File: src/rtl/ctrl_pa20_pkg.sv
// Shared constants, state codes and the control-word payload for the
// second-order high-pass filter sequencer.
package ctrl_pa20_pkg;

  localparam int unsigned LAT_W   = 3;
  localparam int unsigned SEL_S_W = 3;
  localparam int unsigned SEL_C_W = 2;
  localparam int unsigned SEL_Z_W = 2;

  typedef enum logic [2:0] {
    ST_IDLE  = 3'd0,
    ST_F1    = 3'd1,
    ST_F2    = 3'd2,
    ST_Y0    = 3'd3,
    ST_Y1    = 3'd4,
    ST_Y2    = 3'd5,
    ST_SHIFT = 3'd6,
    ST_DONE  = 3'd7
  } state_e;

  localparam logic [SEL_S_W-1:0] S_UK  = 3'b000;
  localparam logic [SEL_S_W-1:0] S_FK  = 3'b001;
  localparam logic [SEL_S_W-1:0] S_FK1 = 3'b010;
  localparam logic [SEL_S_W-1:0] S_FK2 = 3'b011;

  localparam logic [SEL_C_W-1:0] C_B0  = 2'b00;
  localparam logic [SEL_C_W-1:0] C_B1  = 2'b01;
  localparam logic [SEL_C_W-1:0] C_NA1 = 2'b10;
  localparam logic [SEL_C_W-1:0] C_NA2 = 2'b11;

  localparam logic [SEL_Z_W-1:0] Z_ZERO = 2'b00;
  localparam logic [SEL_Z_W-1:0] Z_UK   = 2'b01;
  localparam logic [SEL_Z_W-1:0] Z_FK   = 2'b10;
  localparam logic [SEL_Z_W-1:0] Z_YK   = 2'b11;

  typedef struct packed {
    logic [SEL_S_W-1:0] mux_s;
    logic [SEL_C_W-1:0] mux_c;
    logic [SEL_Z_W-1:0] mux_z;
    logic               en1;
    logic               en2;
    logic               en3;
    logic               en4;
    logic               busy;
    logic               done;
  } ctrl_out_t;

  // Control word for a state; 'last' marks the final cycle of a MAC step.
  function automatic ctrl_out_t decode(input state_e st, input logic last);
    ctrl_out_t o;
    o       = '0;
    o.mux_s = S_UK;
    o.mux_c = C_B0;
    o.mux_z = Z_ZERO;
    o.busy  = (st != ST_IDLE);
    unique case (st)
      ST_F1:    begin o.mux_s = S_FK1; o.mux_c = C_NA1; o.mux_z = Z_UK;   o.en2 = last; end
      ST_F2:    begin o.mux_s = S_FK2; o.mux_c = C_NA2; o.mux_z = Z_FK;   o.en2 = last; end
      ST_Y0:    begin o.mux_s = S_FK;  o.mux_c = C_B0;  o.mux_z = Z_ZERO; o.en1 = last; end
      ST_Y1:    begin o.mux_s = S_FK1; o.mux_c = C_B1;  o.mux_z = Z_YK;   o.en1 = last; end
      // b2 equals b0 for this high-pass, so the b0 coefficient is reused
      ST_Y2:    begin o.mux_s = S_FK2; o.mux_c = C_B0;  o.mux_z = Z_YK;   o.en1 = last; end
      ST_SHIFT: begin o.en3 = 1'b1; o.en4 = 1'b1; end
      ST_DONE:  o.done = 1'b1;
      ST_IDLE:  o.busy = 1'b0;
    endcase
    return o;
  endfunction

endpackage

File: src/rtl/ctrl_pa20_cont_lat.sv
// Per-step latency counter: reloads with MUL_LAT on each state entry and
// flags the final cycle of the step (current and next-cycle views).
module cont_lat
  import ctrl_pa20_pkg::*;
#(
  parameter int unsigned MUL_LAT = 0
) (
  input  logic clk,
  input  logic reset,
  input  logic load,
  output logic last_c,
  output logic last_nxt_c
);

  logic [LAT_W-1:0] cnt_q, cnt_d;

  always_comb begin
    cnt_d = cnt_q;
    if (load) begin
      cnt_d = LAT_W'(MUL_LAT);
    end else if (cnt_q != '0) begin
      cnt_d = cnt_q - LAT_W'(1);
    end
  end

  always_ff @(posedge clk) begin
    if (reset) begin
      cnt_q <= '0;
    end else begin
      cnt_q <= cnt_d;
    end
  end

  assign last_c     = (cnt_q == '0);
  assign last_nxt_c = (cnt_d == '0);

endmodule

File: src/rtl/ctrl_pa20.sv
// Sequencer for the DF-II high-pass datapath: five MAC steps, history shift,
// done pulse, with sticky overrun detection for early sample strobes.
module ctrl_pa20
  import ctrl_pa20_pkg::*;
#(
  parameter int unsigned MUL_LAT = 0
) (
  input  logic               clk,
  input  logic               reset,
  input  logic               start,
  input  logic               clr_ovr,
  output logic [SEL_S_W-1:0] muxS,
  output logic [SEL_C_W-1:0] muxC,
  output logic [SEL_Z_W-1:0] muxZ,
  output logic               en1,
  output logic               en2,
  output logic               en3,
  output logic               en4,
  output logic               busy,
  output logic               done,
  output logic               overrun
);

  state_e    state_q, state_d;
  ctrl_out_t out_q, out_d;
  logic      overrun_q, overrun_d;
  logic      load_c, last_c, last_nxt_c, ovr_set_c;

  cont_lat #(.MUL_LAT(MUL_LAT)) u_cont_lat (
    .clk        (clk),
    .reset      (reset),
    .load       (load_c),
    .last_c     (last_c),
    .last_nxt_c (last_nxt_c)
  );

  // Next state; compute states advance only on their last latency cycle.
  always_comb begin
    state_d = state_q;
    unique case (state_q)
      ST_IDLE:  if (start)  state_d = ST_F1;
      ST_F1:    if (last_c) state_d = ST_F2;
      ST_F2:    if (last_c) state_d = ST_Y0;
      ST_Y0:    if (last_c) state_d = ST_Y1;
      ST_Y1:    if (last_c) state_d = ST_Y2;
      ST_Y2:    if (last_c) state_d = ST_SHIFT;
      ST_SHIFT: state_d = ST_DONE;
      ST_DONE:  state_d = start ? ST_F1 : ST_IDLE;
    endcase
  end

  // Outputs are decoded from the next state so the registered word lines up with state_q.
  always_comb begin
    load_c    = (state_d != state_q);
    out_d     = decode(state_d, last_nxt_c);
    ovr_set_c = start && (state_q != ST_IDLE) && (state_q != ST_DONE);
    overrun_d = overrun_q;
    if (ovr_set_c) begin
      overrun_d = 1'b1;
    end else if (clr_ovr) begin
      overrun_d = 1'b0;
    end
  end

  always_ff @(posedge clk) begin
    if (reset) begin
      state_q   <= ST_IDLE;
      out_q     <= '0;
      overrun_q <= 1'b0;
    end else begin
      state_q   <= state_d;
      out_q     <= out_d;
      overrun_q <= overrun_d;
    end
  end

  assign muxS    = out_q.mux_s;
  assign muxC    = out_q.mux_c;
  assign muxZ    = out_q.mux_z;
  assign en1     = out_q.en1;
  assign en2     = out_q.en2;
  assign en3     = out_q.en3;
  assign en4     = out_q.en4;
  assign busy    = out_q.busy;
  assign done    = out_q.done;
  assign overrun = overrun_q;

endmodule

File: config.mk
export PLATFORM = sky130hd
export DESIGN_NAME = ctrl_pa20
export DESIGN_NICKNAME = d
export VERILOG_FILES = /design/src/rtl/ctrl_pa20_pkg.sv /design/src/rtl/ctrl_pa20_cont_lat.sv /design/src/rtl/ctrl_pa20.sv
export SDC_FILE = /design/constraint.sdc
export NUM_CORES = 1
export LEC_CHECK = 0
export BUFFER_PORTS_ARGS = -buffer_cell sky130_fd_sc_hd__clkbuf_2
export CORE_UTILIZATION = 50
export DETAILED_ROUTE_END_ITERATION = 12
export HOLD_SLACK_MARGIN = 0.05
export PLACE_DENSITY = 0.84
export SYNTH_ARGS = -nofsm -noshare
export SYNTH_HDL_FRONTEND = slang
export SYNTH_SLANG_ARGS = --single-unit
File: constraint.sdc
create_clock -name clk -period 2.84 [get_ports clk]
set_input_delay 0.426 -clock clk [delete_from_list [all_inputs] [get_ports clk]]
set_output_delay 0.426 -clock clk [all_outputs]
set_load 0.1 [all_outputs]
### After elaboration in Yosys (flattened, before gate mapping)

Cells that the tools add are included.

* logic and storage cells: 61
* input bits: 4
* bits in registers: 20

* eq/ne operators: 16
* mux-type cells: 15
* add/subtract/negate cells: 1
* bitwise logic cells: 2
* reduce and logical (&&, ||, !) cells: 15

Operator list (number)
* $pmux W6 S5: 1
* $eq A3 B3 Y1 const B: 8
* $mux W3: 8
* $pmux W3 S8: 1
* $eq A3 B2 Y1 const B: 4
* $logic_not A3 Y1: 4
* $reduce_bool A3 Y1: 3
* $reduce_or A2 Y1: 4
* $eq A3 B1 Y1 const B: 2
* $mux W1: 4
* $ne A3 B3 Y1: 1
* $ne A3 B3 Y1 const B: 1
* $reduce_or A3 Y1: 1
* $sub A3 B1 Y3 const B: 1
* $logic_and A1 B1 Y1: 2
* $mux W2: 1
* $not A1 Y1: 2
* $reduce_bool A2 Y1: 1

### Logic depth before layout (Yosys ltp)

Gate-level depths: netlist (run 1).

* depth in word-level cells: 7
* gate-level depth with buffers: 7
* depth with buffers taken out: 6

### Hierarchy

From an unflattened synthesis (run 1), not the netlist that was laid out.

* cell total of the unflattened synthesis: 110
* area, all modules: 984.7 sq um

By module, submodules not included
* ctrl_pa20: cells each 89, area an instance 790.8 sq um, seq. area each 300.3 sq um, instances 1
* cont_lat: cells each 21, area an instance 193.9 sq um, seq. area each 60.1 sq um, instances 1

### Least setup slack after synthesis (run 1)

No wires, ideal clock.

* path type: register to output
* start point: register, netlist name en3
* end point: output en4
* cell stages (with the launch flop): 2
* path slack: 1.058 ns
* required time: 2.414 ns
* data arrival time: 1.356 ns
* path buffers: 1
* path through: dfxtp_1 buf_4

RTL lines
* end, declared: line ctrl_pa20.sv:18 `output logic en4,`

### Final worst setup path (run 1)

* start point: register u_cont_lat.cnt_q[0]
* end point: register out_q (netlist bit muxS[0])

* word-level cells in the longest chain between the ends: 5

Ends and longest elaborated chain
* start, declared: line ctrl_pa20_cont_lat.sv:15 `logic [LAT_W-1:0] cnt_q, cnt_d;`
* start signal, assigned: line ctrl_pa20_cont_lat.sv:30 `cnt_q <= cnt_d;`
* $logic_not A3 Y1 *: line ctrl_pa20_cont_lat.sv:34 `assign last_c = (cnt_q == '0);`
* $mux W3, on equally long branches
* $pmux W3 S8 *: line ctrl_pa20.sv:40 `unique case (state_q)`
* $eq A3 B3 Y1, or another cell as far along: line ctrl_pa20_pkg.sv:56 `unique case (st)`
* $pmux W6 S5 *: line ctrl_pa20_pkg.sv:56
* end signal, assigned: line ctrl_pa20.sv:72 `out_q <= out_d;`
* end, declared: line ctrl_pa20.sv:25 `ctrl_out_t out_q, out_d;`

Every way passes the cells marked *; elsewhere a longest branch is shown, timed or not.
A chain may end at the register's enable or synchronous reset.

==> flow_summary.toml, run 1 <==
[run_status]
status = "finished clean"

[synth]
synth_area_per_cell_sq_um = 8.228
async_flop_share = 0
syn_area_sq_um = 970.9
seq_area_frac_synth = 0.3711
yosysUniqueCellTypes = 37
yosys-top-cells-count = "dfxtp_1 (18), nor2_1 (18), a21oi_1 (9)"
synth_top_area_frac = 0.3711
synth_fp_nets = 124
synth_edf_count = 0
ys_ff_latch = 18
synth.area.top_cells = "dfxtp_1 (37%), nor2_1 (7.0%), a21oi_1 (4.6%), nor3_1 (3.6%), buf_6 (3.5%)"
ys_warn_count = 0
syn_inst = 118
ys.flop_type = "dfxtp_1"
yosys.area.top_type = "dfxtp_1"

[clocking]
cts_tree = "done"
worstSkewPairLatency_ns = 0.30
h-tree-depth = 1
cts_setup_buffers = 0
path_clk_slew_ns = 0.10
cts_inserted_buffers = 3
cts_hold_buf = 0
clockBufferDepth = 2
ctsRootBufferMaster = "clkbuf_4"
post_cts_resized = 0
cts.sinks = 18

[timing]
worst_slew_pin_slew_ns = 0.6891
timing.fmax_mhz = 525.2
setup_tns_ns = 0
fin_crit_sh = 0.6704
min_period_ns = 1.904
setup_viol = 0
finalHoldViolations = 0
slew_headroom = 0.5400
slew_violations = 0
grt_setup_unrepaired = "false"
skew_ns = 0.007359

[setup_path]
critPathMaxFanout = 13
critPathLaunchType = "flop"
r2r_cells = 6
path_class = "reg -> reg"
end_kind = "flop"
crit_arrival_ns = 2.14
required_ns = 3.07

[die]
initial_core_util = 0.5504
io_pins = 18
die_y_um = 46.07
fp.dieW_um = 46.07
core_sq_um = 1764
core.rowCount = 15
die_area_sq_um = 2122

[global_route]
gr-total-overflow = 0
grt_pass1_vias = 680
grt_util_met2 = 0.2873
grt_max_degree = 25
busiest_layer = "met2"
grt_antenna_before_repair = 0
grt_use_met1 = 0.2548
grt_use_total = 0.1935
grt_pass1_wl_um = 2925
use_met3 = 0.05882

[drt]
drtPass1Iterations = 4
drc_errors = 0
ant_nets = 0
drt-vias-per-instance = 5.530
via_count = 835
wl_per_cell_um = 11.40
drtIter0Drc = 11
drt-total-wl_um = 1722

[cells_and_area]
instances_no_fill = 151
final_util = 0.5908
area_growth_pct = 7.345
final_nets = 133
layout-drive-gt1-share = 0.2063
diodes = 0

[place]
gp_congestion = 0.8198
portBuffers = 16
dp_cells = 147
dp_hpwl_um = 1195

[job]
maxCapViolCount = 0

[pwr]
power.density_nw_per_um2 = 656.6
p_leak_nw = 0.4270
ir_drop_mv = 0.3558

[hold_path]
holdPathStages = 4
hold_class = "in -> reg"
per-stage QoR:
stage                     setup slack [ns]  power [W]  hold slack (ns)  area [sq um]
final                               0.9360  0.0006843           0.4261          1042
after floorplan                      1.058  0.0005100           0.5317         970.9
after global placement               1.056  0.0005327           0.5451          1006
after global routing                0.7662  0.0007205           0.4511          1042
after detailed placement            0.9945  0.0005347           0.5623          1006
after CTS                           0.9505  0.0006886           0.4297          1042
path summary, 6_finish.rpt:
check / from / end / slack [ns]
worst max-delay path: u_cont_lat.cnt_q[0] / muxS[0] / 0.94
worst min-delay path: clr_ovr / overrun / 0.43
worst max register to register: u_cont_lat.cnt_q[0] / muxS[0] / 0.94
worst min register to register: u_cont_lat.cnt_q[1] / u_cont_lat.cnt_q[1] / 0.58
power by group:
group / internal (W) / leakage [nW] / switching [W]
Clock: 0.0000782 / 0.0210 / 0.0000773
Sequential: 0.000274 / 0.148 / 0.0000277
Combinational: 0.0000458 / 0.258 / 0.000181
layer usage:
metal  share of wire  routed length [um]
met1            0.46                 790
met2            0.48                 833
met3           0.052                  90
met4          0.0046                   8
met5               0                   0
flip-flops by register name, summed over array words and instances (netlist names):
register	flops
en3	1
en2	1
busy	1
muxZ	2
en1	1
overrun	1
u_cont_lat.cnt_q	3
muxS	2
muxC	2
state_q	3
done	1
kinds of logic (layout without fill, tap and decap cells):
family | count (synthesis) | count (layout) | share of synthesized area
AO/OA/AOI/OAI | 29 | 29 | 0.2101
AND/OR/NAND/NOR | 48 | 48 | 0.2500
other | 1 | 1 | 0.003862
buffers and inverters | 15 | 23 | 0.09019
multiplexers | 3 | 3 | 0.03093
XOR/XNOR | 2 | 2 | 0.01804
adder cells (fa/ha/maj) | 2 | 2 | 0.02577
flip-flops | 18 | 18 | 0.3711
cells in the final DEF (no fill, tap or decap), drive strengths merged:
| cell type | synthesis | final |
|---|---|---|
| a21oi | 10 | 10 |
| nor3 | 7 | 7 |
| clkbuf | 5 | 20 |
| nor4 | 1 | 1 |
| nor3b | 2 | 2 |
| o21bai | 1 | 1 |
| o32a | 2 | 2 |
| a211oi | 2 | 2 |
| conb | 1 | 1 |
| nand3b | 1 | 1 |
| nor4b | 1 | 1 |
| nand2b | 2 | 2 |
| a31oi | 2 | 2 |
| o32ai | 1 | 1 |
| mux2i | 3 | 3 |
| dfxtp | 18 | 18 |
| a21boi | 1 | 1 |
| inv | 3 | 3 |
| a211o | 1 | 1 |
| ha | 2 | 2 |
| o21ai | 6 | 6 |
| nor2 | 18 | 18 |
| or3 | 2 | 2 |
| xnor2 | 2 | 2 |
| nand2 | 8 | 8 |
| and3 | 3 | 3 |
| a2111oi | 2 | 2 |
| a221oi | 1 | 1 |
| nor2b | 3 | 3 |
worst max-delay path, cell delays in order, from the launching register on:
cell and delay [ns]:
dfxtp_1 0.34, inv_1 0.11, ha_1 0.30, nor2b_2 0.52, a21oi_1 0.14, a211o_1 0.31
a21oi_2 0.12
final cells by class:
cell class / count / area [sq um]
multi-input cells: 85 / 523.0
flip-flops and latches: 18 / 360.3
fillers: 182 / 721.9
clock buffers: 4 / 36.28
inverters: 3 / 11.26
repair buffers: 16 / 80.08
well taps: 25 / 31.28
(Power assumes the default switching activity.)
==> run 2, diff against run 1 <==
--- a/config.mk
+++ b/config.mk
@@ -6,7 +6,7 @@
 export NUM_CORES = 1
 export LEC_CHECK = 0
 export BUFFER_PORTS_ARGS = -buffer_cell sky130_fd_sc_hd__clkbuf_2
-export CORE_UTILIZATION = 50
+export CORE_UTILIZATION = 48
 export DETAILED_ROUTE_END_ITERATION = 12
 export HOLD_SLACK_MARGIN = 0.05
 export PLACE_DENSITY = 0.84
==> constraint.sdc (replaced) <==
create_clock -name clk -period 1.7 [get_ports clk]
set_input_delay 0.255 -clock clk [delete_from_list [all_inputs] [get_ports clk]]
set_output_delay 0.255 -clock clk [all_outputs]
set_load 0.1 [all_outputs]
==> flow_summary.toml, run 2 (synthesis gave the netlist of run 1 again) <==
[global_route]
grt_pass1_wl_um = 3215
grt_pass1_vias = 756
gr-total-overflow = 0
grt_use_total = 0.2109
grt_antenna_before_repair = 0
grt_max_degree = 18

[timing]
timing.fmax_mhz = 610.3
setup_viol = 0
skew_ns = 0.008138
slew_headroom = 0.6396
worst_slew_pin_slew_ns = 0.5429
fin_crit_sh = 0.9638
holdWs_ns = 0.2431
grt_setup_unrepaired = "true"
setup_tns_ns = 0
finalHoldViolations = 0
min_period_ns = 1.638
slew_violations = 0

[clocking]
cts_setup_buffers = 0
h-tree-depth = 1
clockBufferDepth = 2
worstSkewPairLatency_ns = 0.31
cts_inserted_buffers = 3
cts.sinks = 18
cts_tree = "done"
path_clk_slew_ns = 0.11
ctsRootBufferMaster = "clkbuf_4"

[setup_path]
worst-path-buf-inv = 1
critical-path-top-delay-family = "compound AO/OA/AOI/OAI gates"
crit_arrival_ns = 1.85
critPathSlowestCell = "o32a_2"
max_stage_delay_ns = 0.43
required_ns = 1.91
end_kind = "flop"
critPathMaxFanout = 11
path_class = "reg -> reg"
crit_chain = "inv_1, ha_2, nor2b_4, o32a_2, a2111oi_4"
critPathLaunchType = "flop"

[drt]
drtIter0Drc = 15
via_count = 855
drt-vias-per-instance = 5.481
drtPass1Iterations = 4
ant_nets = 0
wl_per_cell_um = 12.77
drc_errors = 0
drt-total-wl_um = 1992

[die]
initial_core_util = 0.5389
core_sq_um = 1802
fp.dieW_um = 46.98
die_y_um = 46.98
core.rowCount = 15
die_area_sq_um = 2207
io_pins = 18

[place]
gp_congestion = 0.7768
dp_hpwl_um = 1358
portBuffers = 16

[cells_and_area]
final_util = 0.6167
final_cell_mix = "nor2_1 (18), dfxtp_1 (16), clkbuf_2 (16)"
layout-drive-gt1-share = 0.2748
final_common_cell = "nor2_1"
reg.largest.list = "state_q x3, u_cont_lat.cnt_q x3"
diodes = 0
final_nets = 138
area_growth_pct = 14.43

[run_status]
status = "finished clean"

[hold_path]
hold_class = "in -> reg"

[pwr]
power_w = 0.001181
ir_drop_mv = 0.5043
p_leak_nw = 0.4619
power.density_nw_per_um2 = 1063

[job]
maxCapViolCount = 0
-- run 2: final timing paths --
path,start,slack [ns],depth (start not counted),endpoint
worst max-delay path,u_cont_lat.cnt_q[0],0.06,5,u_cont_lat.cnt_q[1]
worst max register to register,u_cont_lat.cnt_q[0],0.06,5,u_cont_lat.cnt_q[1]
worst min-delay path,clr_ovr,0.24,4,overrun
worst min register to register,overrun,0.63,3,overrun
-- run 2: repair_timing --
action                                  in CTS  in global routing
hold buffers                                 0                  0
pin swaps                                    1                  1
endpoints found under the setup margin       4                  5
resized for setup                            2                  5
-- run 2: final cells by class --
cell class | count | area (sq um)
Clock buffer | 4 | 36.28
Fill cell | 174 | 690.7
Inverter | 3 | 11.26
Multi-Input combinational cell | 85 | 551.8
Sequential cell | 18 | 362.8
Tap cell | 25 | 31.28
Timing Repair Buffer | 21 | 117.6
-- run 2: tightest hold or removal path: stages --
cell and delay [ns]:
clkbuf_2 0.07, nor2b_1 0.03, a21oi_1 0.11, nor2_1 0.05
-- run 2: metrics by stage --
step / worst slack [ns] / std cells / area [sq um]
6_report: 0.06152 / 156 / 1111
5_1_grt: -0.03018 / 156 / 1111
4_1_cts: 0.01328 / 156 / 1086
3_5_place_dp: -0.03923 / 152 / 1044
3_3_place_gp: 0.06453 / 152 / 1044
2_1_floorplan: 0.04695 / 118 / 970.9
-- run 2: report_power, final --
group | total, W | switching (W) | leakage (nW) | internal, W
logic | 0.000421 | 0.000332 | 0.292 | 0.0000886
clock network | 0.000271 | 0.000140 | 0.0210 | 0.000131
registers | 0.000489 | 0.0000304 | 0.149 | 0.000459
total | 0.00118 | 0.000502 | 0.462 | 0.000678
-- run 2: metal layers --
metal	track usage	vias to the layer above	routed length, um	share of wire
met5	0	-	0	0
met1	0.2622	392	948	0.48
met2	0.3250	27	912	0.46
met3	0.06154	4	89	0.045
li1	-	432	-	-
met4	0.1200	0	42	0.021
==> run 3, diff against run 2 <==
==> constraint.sdc (replaced) <==
create_clock -name clk -period 1.5 [get_ports clk]
set_input_delay 0.225 -clock clk [delete_from_list [all_inputs] [get_ports clk]]
set_output_delay 0.225 -clock clk [all_outputs]
set_load 0.1 [all_outputs]
==> flow_summary.toml, run 3 (synthesis gave the netlist of run 1 again) <==
[place]
portBuffers = 16
gp_congestion = 0.7977
dp_hpwl_um = 1423
placed_area_sq_um = 1155

[setup_path]
required_ns = 1.69
regToRegEndpoint = "state_q[0]"
critPathLaunchType = "flop"
r2r_slack_ns = -0.03
crit_arrival_ns = 1.72
r2r_cells = 7
r2r-start = "u_cont_lat.cnt_q[1]"
end_kind = "flop"
path_class = "reg -> reg"
critPathMaxFanout = 5

[cells_and_area]
diodes = 0
reg.largest.list = "state_q x3, u_cont_lat.cnt_q x3"
layout-drive-gt1-share = 0.4901
final_common_cell = "buf_4"
final_area_sq_um = 1373
final_util = 0.7618
area_growth_pct = 41.37
final_nets = 158
final_cell_mix = "buf_4 (21), nor2_1 (18), clkbuf_2 (16)"

[die]
core_sq_um = 1802
die_y_um = 46.98
io_pins = 18
fp.dieW_um = 46.98
core.rowCount = 15
initial_core_util = 0.5389
die_area_sq_um = 2207

[run_status]
violations = "negative setup slack"
status = "complete, but fails checks"

[hold_path]
hold_class = "in -> reg"
hp-start = "clr_ovr"
hold_end = "overrun"
holdPathStages = 4

[timing]
grt_setup_unrepaired = "true"
slew_headroom = 0.6232
fin_crit_sh = 1.019
skew_ns = 0.007629
setup_viol = 4
fin_ws_ns = -0.02878
timing.fmax_mhz = 654.1
finalHoldViolations = 0
min_period_ns = 1.529
slew_violations = 0
worst_slew_pin_slew_ns = 0.5676

[drt]
drtPass1Iterations = 4
drtIter0Drc = 62
wl_per_cell_um = 14.93
drt-total-wl_um = 2627
drc_errors = 0
ant_nets = 0
via_count = 1014
drt-vias-per-instance = 5.761

[clocking]
ctsRootBufferMaster = "clkbuf_4"
cts_tree = "done"
h-tree-depth = 1
clockBufferDepth = 2
worstSkewPairLatency_ns = 0.30
cts_inserted_buffers = 3
cts.sinks = 18
cts_hold_buf = 0
path_clk_slew_ns = 0.11

[job]
maxCapViolCount = 0

[global_route]
grt_max_degree = 18
gr-total-overflow = 0
grt_pass1_vias = 861
grt_use_total = 0.2646
grt_antenna_before_repair = 0
grt_pass1_wl_um = 4022

[pwr]
power.density_nw_per_um2 = 1020
ir_drop_mv = 0.8571
p_leak_nw = 0.5835
run 3: cell count changes in the layout (fill, tap and decap cells not counted), moves of 2 or more:
cell / before / now
nor3_2: 0 / 4
dfxtp_1: 16 / 12
nor3_1: 7 / 3
buf_6: 0 / 3
inv_1: 3 / 1
inv_2: 0 / 2
a21oi_1: 8 / 6
buf_4: 5 / 21
dfxtp_2: 2 / 6
a21oi_2: 2 / 4
run 3: worst max path at each step:
stage | from | endpoint | slack, ns | depth (start not counted)
6_report | u_cont_lat.cnt_q[1] | state_q[0] | -0.03 | 7
5_1_grt | u_cont_lat.cnt_q[1] | en1 | -0.08 | 7
4_1_cts | u_cont_lat.cnt_q[1] | u_cont_lat.cnt_q[1] | 0.007 | 5
3_5_place_dp | u_cont_lat.cnt_q[0] | u_cont_lat.cnt_q[1] | -0.13 | 5
3_3_place_gp | u_cont_lat.cnt_q[0] | u_cont_lat.cnt_q[1] | -0.05 | 5
2_1_floorplan | u_cont_lat.cnt_q[0] | u_cont_lat.cnt_q[1] | -0.07 | 5
run 3: power by group:
group / total (W) / leakage [nW] / internal (W) / switching (W)
Clock: 0.000304 / 0.0210 / 0.000148 / 0.000156
Combinational: 0.000543 / 0.412 / 0.000136 / 0.000407
Sequential: 0.000553 / 0.151 / 0.000520 / 0.0000327
Total: 0.00140 / 0.584 / 0.000804 / 0.000596
run 3: metal layers:
metal	GRT usage	wire length [um]	vias to the layer above
met5	0	0	-
met4	0.1314	51	0
met3	0.05000	195	9
met2	0.4000	1232	55
met1	0.3596	1147	470
li1	-	-	480
run 3: final cells by class:
class | count | area, sq um
Tap cell | 25 | 31.28
Clock buffer | 4 | 36.28
Fill cell | 123 | 429.2
Timing Repair Buffer | 40 | 271.5
Multi-Input combinational cell | 86 | 654.4
Inverter | 3 | 11.26
Sequential cell | 18 | 367.9
run 3: worst max-delay path, stage by stage (launching register included):
cell and delay [ns]:
dfxtp_2 0.36, inv_2 0.06, ha_4 0.17, buf_6 0.13, nand2b_4 0.10, a21oi_2 0.08, or3_1 0.38, and3_1 0.15
run 3: per-stage QoR:
step | instances | TNS, ns | hold WS [ns] | worst slack (ns) | total power (W)
after detailed placement | 165 | -0.7311 | 0.5419 | -0.1269 | 0.001048
after global routing | 176 | -0.3388 | 0.2565 | -0.07597 | 0.001470
after global placement | 165 | -0.1110 | 0.5264 | -0.04874 | 0.001042
after CTS | 174 | 0 | 0.2211 | 0.007349 | 0.001368
after floorplan | 118 | -0.07025 | 0.4377 | -0.07025 | 0.0009656
final | 176 | -0.06353 | 0.2205 | -0.02878 | 0.001400
run 3: what timing repair did:
action,CTS,global route
cloned,1,0
resized for setup,15,14
buffers inserted,4,3
setup endpoints to repair,12,8
hold endpoints to repair,0,0
pin swaps,5,6
